===== config.mk =====
export PLATFORM = sky130hd
export DESIGN_NAME = instruction_fetch_unit
export DESIGN_NICKNAME = d
export VERILOG_FILES = /design/src/rtl/fetch_pkg.sv /design/src/rtl/instr_byte_assembler.sv /design/src/rtl/instruction_fetch_unit.sv
export SDC_FILE = /design/constraint.sdc
export NUM_CORES = 1
export LEC_CHECK = 0
export CAP_MARGIN = 0
export CORE_MARGIN = 3
export CORE_UTILIZATION = 34
export CTS_BUF_LIST = sky130_fd_sc_hd__clkbuf_4 sky130_fd_sc_hd__clkbuf_8 sky130_fd_sc_hd__clkbuf_16
export CTS_CLUSTER_SIZE = 30
export DETAILED_ROUTE_END_ITERATION = 8
export HOLD_SLACK_MARGIN = 0.03
export PLACE_DENSITY = 0.66
export SLEW_MARGIN = 40
export SYNTH_ARGS = -nofsm -noshare
export SYNTH_HDL_FRONTEND = slang
export SYNTH_SLANG_ARGS = --single-unit

===== constraint.sdc =====
create_clock -name clk -period 2.6 [get_ports clk]
set_input_delay 0.65 -clock clk [delete_from_list [all_inputs] [get_ports clk]]
set_output_delay 0.65 -clock clk [all_outputs]
set_load 0.03 [all_outputs]

===== src/rtl/fetch_pkg.sv =====
// fetch_pkg: shared types and constants for the instruction fetch unit.
package fetch_pkg;

  typedef enum logic [1:0] {
    FETCH = 2'd0,
    HOLD  = 2'd1,
    FAULT = 2'd2
  } fetch_state_t;

  localparam int unsigned INSTR_BYTES = 4;
  localparam int unsigned BYTE_W      = 8;
  localparam int unsigned LANE_W      = $clog2(INSTR_BYTES);

  // Byte-lane indices inside an instruction word (lane 0 = lowest address).
  localparam logic [LANE_W-1:0] LANE0 = LANE_W'(0);
  localparam logic [LANE_W-1:0] LANE1 = LANE_W'(1);
  localparam logic [LANE_W-1:0] LANE2 = LANE_W'(2);
  localparam logic [LANE_W-1:0] LANE3 = LANE_W'(3);

  // Increment a lane index, saturating at the last lane.
  function automatic logic [LANE_W-1:0] lane_sat_inc(input logic [LANE_W-1:0] lane);
    return (lane == LANE3) ? LANE3 : lane + LANE_W'(1);
  endfunction

endpackage


===== src/rtl/instr_byte_assembler.sv =====
// instr_byte_assembler: collects four bytes into one little-endian word.
module instr_byte_assembler
  import fetch_pkg::*;
(
  input  logic                          clk,
  input  logic                          rst,
  input  logic                          wr_en,
  input  logic [LANE_W-1:0]             lane_sel,
  input  logic [BYTE_W-1:0]             wr_data,
  input  logic                          clr,
  output logic [INSTR_BYTES*BYTE_W-1:0] data,
  output logic                          full
);

  logic [INSTR_BYTES-1:0][BYTE_W-1:0] lanes;

  assign data = lanes;

  // Lane storage; clear wins over a write so a redirect never keeps stale bytes.
  always_ff @(posedge clk or posedge rst) begin
    if (rst) begin
      lanes <= '0;
      full  <= 1'b0;
    end else if (clr) begin
      lanes <= '0;
      full  <= 1'b0;
    end else if (wr_en) begin
      lanes[lane_sel] <= wr_data;
      if (lane_sel == LANE3) begin
        full <= 1'b1;
      end
    end
  end

endmodule


===== src/rtl/instruction_fetch_unit.sv =====
// instruction_fetch_unit: byte-serial fetch from a registered-read instruction
// memory, with PC ownership, valid/ready delivery and branch redirect.
// Optional build macro IFU_MISALIGN_CHECK_EN: a branch to a non-word-aligned
// target locks the unit in FAULT until reset.
module instruction_fetch_unit
  import fetch_pkg::*;
#(
  parameter int unsigned WORD_SIZE = 32,
  parameter int unsigned MEM_DEPTH = 64,
  parameter int unsigned ADDR_W    = $clog2(MEM_DEPTH),
  parameter int unsigned RESET_PC  = 0
) (
  input  logic                 clk,
  input  logic                 rst,
  output logic [ADDR_W-1:0]    mem_addr,
  input  logic [BYTE_W-1:0]    mem_rdata,
  output logic [WORD_SIZE-1:0] instr,
  output logic                 instr_valid,
  input  logic                 instr_ready,
  output logic [WORD_SIZE-1:0] pc_out,
  input  logic                 branch_en,
  input  logic [WORD_SIZE-1:0] branch_target,
  output logic                 fetch_fault
);

  fetch_state_t      state_q;
  logic [ADDR_W-1:0] pc_q;
  logic [LANE_W-1:0] issue_cnt;
  logic [LANE_W-1:0] cap_cnt;
  logic              data_valid_q;

  logic handshake_c;
  logic branch_take_c;
  logic redirect_c;
  logic capture_c;
  logic last_c;
  logic lane_clr_c;
  logic unused_tgt_hi;

  // Only the low address bits of a branch target are meaningful.
  assign unused_tgt_hi = ^branch_target[WORD_SIZE-1:ADDR_W];

  assign handshake_c = instr_valid && instr_ready;

`ifdef IFU_MISALIGN_CHECK_EN
  logic enter_fault_c;
  logic fault_q;

  assign branch_take_c = branch_en && (state_q != FAULT);
  assign enter_fault_c = branch_take_c && (branch_target[1:0] != 2'b00);
  assign redirect_c    = branch_take_c && !enter_fault_c;
  assign fetch_fault   = fault_q;

  // Sticky fault flag; only reset clears it.
  always_ff @(posedge clk or posedge rst) begin
    if (rst) begin
      fault_q <= 1'b0;
    end else if (enter_fault_c) begin
      fault_q <= 1'b1;
    end
  end
`else
  assign branch_take_c = branch_en;
  assign redirect_c    = branch_take_c;
  assign fetch_fault   = 1'b0;
`endif

  // Memory data is one cycle behind the address; data_valid_q marks a real byte.
  assign capture_c  = (state_q == FETCH) && data_valid_q && !branch_take_c;
  assign last_c     = capture_c && (cap_cnt == LANE3);
  assign lane_clr_c = branch_take_c || handshake_c;

  instr_byte_assembler u_asm (
    .clk      (clk),
    .rst      (rst),
    .wr_en    (capture_c),
    .lane_sel (cap_cnt),
    .wr_data  (mem_rdata),
    .clr      (lane_clr_c),
    .data     (instr),
    .full     (instr_valid)
  );

  // Fetch FSM with PC, address and issue/capture counters.
  always_ff @(posedge clk or posedge rst) begin
    if (rst) begin
      state_q      <= FETCH;
      pc_q         <= ADDR_W'(RESET_PC);
      mem_addr     <= ADDR_W'(RESET_PC);
      pc_out       <= WORD_SIZE'(RESET_PC);
      issue_cnt    <= LANE0;
      cap_cnt      <= LANE0;
      data_valid_q <= 1'b0;
    end else begin
`ifdef IFU_MISALIGN_CHECK_EN
      if (enter_fault_c) begin
        state_q      <= FAULT;
        data_valid_q <= 1'b0;
      end else
`endif
      if (redirect_c) begin
        state_q      <= FETCH;
        pc_q         <= branch_target[ADDR_W-1:0];
        mem_addr     <= branch_target[ADDR_W-1:0];
        issue_cnt    <= LANE0;
        cap_cnt      <= LANE0;
        data_valid_q <= 1'b0;
      end else begin
        case (state_q)
          FETCH: begin
            issue_cnt    <= lane_sat_inc(issue_cnt);
            mem_addr     <= pc_q + ADDR_W'(lane_sat_inc(issue_cnt));
            data_valid_q <= !last_c;
            if (capture_c) begin
              cap_cnt <= cap_cnt + LANE_W'(1);
            end
            if (last_c) begin
              state_q <= HOLD;
              pc_out  <= WORD_SIZE'(pc_q);
            end
          end
          HOLD: begin
            if (handshake_c) begin
              state_q      <= FETCH;
              pc_q         <= pc_q + ADDR_W'(INSTR_BYTES);
              mem_addr     <= pc_q + ADDR_W'(INSTR_BYTES);
              issue_cnt    <= LANE0;
              cap_cnt      <= LANE0;
              data_valid_q <= 1'b0;
            end
          end
          default: begin
            state_q <= state_q;
          end
        endcase
      end
    end
  end

endmodule

==> reports/results.ini <==
[synth]
ys_seq_area_share_pct=50.31
synth_fa_ha_area_share_pct=3.795
synth_top_area_share_pct=50.31
synth_top_family_by_area=simple AND/OR/NAND/NOR gates
synth_edf_count=0
yosysUniqueCellTypes=42
ys.flop_type=dfrtp_1
synth_warnings=0
synthSimpleGateAreaFrac_pct=16.11
synth_xor_area_share_pct=2.162
post-synth-top-area-cell=dfrtp_1
synth_cells=289
synthTopCellsByArea=dfrtp_1 (50%), buf_4 (7.7%), a21oi_1 (7.1%), nand3_1 (6.2%), nand2_1 (6.0%)
netlist_area_um2=2835
avgSynthCellArea_um2=9.810
synthMuxAreaShare_pct=4.634
ys_ff_latch=57
synth-compound-area-share_pct=12.14
async_reset_ff_share_pct=100.0

[setup_path]
crit_path_start=u_asm.full
worstSetupEndpointType=primary output
path_buf_inv=1
path_depth=1
critPathCapture=instr_valid
worst-path-max-fanout=6
cp_slowest_cell=clkdlybuf4s50_1
path_cells=clkdlybuf4s50_1
cpPeakStageDelay_ns=0.71
arrival_ns=1.50
reg2reg_to=mem_addr[5]
r2r_setup_slack_ns=0.77
path_delay_family=buffers and inverters
worstRegToRegCells=6
reg2reg_from=issue_cnt[0]
crit_path_start_kind=flop
cp.required_ns=1.95
critical_path_class=reg2out

[die]
die_y_um=97.32
design.die.area_um2=9470
rows=32
coreArea_um2=7928
initial_core_util_pct=35.76
ios=116
dieWidth_um=97.32

[place]
pre_cts_ws_ns=0.5318
post_dp_cell_area_um2=3453
dp_hpwl_mm=4.656
port_buffers=62
gp_congestion=0.7776

[job]
maxCapViolCount=0

[finish]
diodes=0
drive_gt1_share_pct=8.659
final_nets=405
area_growth_syn_to_layout_pct=29.70
fin_area_um2=3677

[global_route]
antenna_found_initial=0
grt.busiest_layer=met2
grt.total_usage_pct=14.73
grt_pass1_wl_mm=11.20
use_met1_pct=19.62
grt_pass1_vias=2191
gr-total-overflow=0
use_met3_pct=5.169
grt_max_degree=43
grt_use_met2_pct=22.98

[clock_tree]
cts_made_buffers=9
ctsResizeCount=0
htreeDepth=3
clock_latency_ns=0.34
ctsRootBufferMaster=clkbuf_8
cts_tree=done
clockBufferDepth=2
numClockSinks=57
postCtsHoldBufs=0
postCtsSetupRepairBufs=0
clk_pin_slew_ns=0.07

[timing]
finalWorstSetupSlack_ns=0.4468
finalHoldViolCount=0
slew_headroom_pct=64.81
setup_viol=0
fin_worst_skew_ns=0.007531
setup_tns_ns=0
max_freq_mhz=464.4
worst_pin_slew_ns=0.5278
rsz0062_at_grt=false
period_needed_ns=2.153
finalMaxSlewViolations=0
period_share_pct=82.81

[power]
total_power_mw=2.405
ir_drop_v=0.0004585
leakage_nw=1.602
power_density_nw_per_um2=654.0

[worst_hold_path]
hold_path.class=reg2reg

[routing]
vias_per_cell=4.811
dr.pass1.iters=4
drc=0
routedWlPerCell_um=14.32
vias=2213
drtIter0Drc=83
wl_mm=6.588
postRouteAntennaNets=0

[outcome]
outcome=completed

[Yosys cell counts (2+ instances only)]
cell type / n
buf_2: 6
xnor2_1: 3
clkbuf_1: 4
mux2i_1: 3
mux2_1: 8
nand2_1: 45
buf_4: 29
nor2_1: 11
ha_1: 7
xor2_1: 4
inv_1: 4
buf_6: 2
a21oi_1: 40
o21ai_1: 5
nand3_1: 35
dfrtp_1: 57
[state kept, by name (all words and copies together) (netlist names)]
signal        flops
state_q           1
pc_q              6
u_asm.full        1
data_valid_q      1
mem_addr          6
issue_cnt         2
pc_out            6
cap_cnt           2
u_asm.data       32
[power by group]
part           switching, mW  internal (mW)  leakage [nW]
combinational          0.300          0.180         0.729
sequential            0.0458          0.947         0.756
clock                  0.357          0.575         0.117
total                  0.703           1.70          1.60
[how the worst min path moves through the flow]
| stage | from | end | slack [ns] | cells past startpoint |
|---|---|---|---|---|
| final | pc_out[5] | pc_out[5] | 0.49 | 1 |
| after global routing | pc_out[3] | pc_out[3] | 0.52 | 1 |
| after CTS | pc_out[4] | pc_out[4] | 0.49 | 1 |
| after detailed placement | pc_out[4] | pc_out[4] | 0.48 | 1 |
| after global placement | pc_out[0] | pc_out[0] | 0.47 | 1 |
| after floorplan | issue_cnt[1] | issue_cnt[1] | 0.49 | 2 |
[worst reg2reg max path, cell delays in order, from the launching register on]
cell	delay [ns]
dfrtp_1	0.40
or2_2	0.33
ha_1	0.28
a21o_1	0.20
o21ba_1	0.18
xnor2_1	0.13
o311ai_2	0.21
[stage by stage]
stage / util [%] / std cells / hold slack, ns
after floorplan: - / 315 / 0.4857
after global placement: 43.56 / 444 / 0.4732
after detailed placement: 43.56 / 444 / 0.4789
after CTS: 46.39 / 460 / 0.4935
after global routing: 46.39 / 460 / 0.5162
final: 46.39 / 460 / 0.4893
[layout by cell type (no fill, tap or decap), types with 2 or more instances in the layout]
cell type / n
nand3_1: 35
conb_1: 27
xnor2_1: 3
dfrtp_1: 57
clkdlybuf4s50_1: 62
mux2i_1: 3
mux2_1: 8
nor2_1: 11
clkinv_2: 2
xor2_1: 4
o21ai_1: 5
bufinv_16: 2
a21oi_1: 40
clkbuf_8: 10
ha_1: 7
inv_1: 3
inv_2: 2
nand2_1: 45
buf_4: 5
[metal layers]
layer,up-vias,share of wire (%)
li1,1064,-
met1,1055,44
met2,88,47
met3,6,7.6
met4,0,0.94
met5,-,0
[cells by family after synthesis]
kind of cell    after synthesis
flops                        57
compound gates               59
fa+ha+maj                     8
buf+inv                      46
other cells                   1
xor+xnor                      7
simple gates                 99
mux                          12
[layout make-up]
type,instances,area [um^2]
clock buffer,11,145.1
clock inverter,5,78.83
tap,102,127.6
sequential,57,1426
fill,773,4250
timing repair buffer,68,678.2
inverter,5,18.77
multi-input combinational,212,1202
No activity file was read; power rests on OpenSTA's default activity.
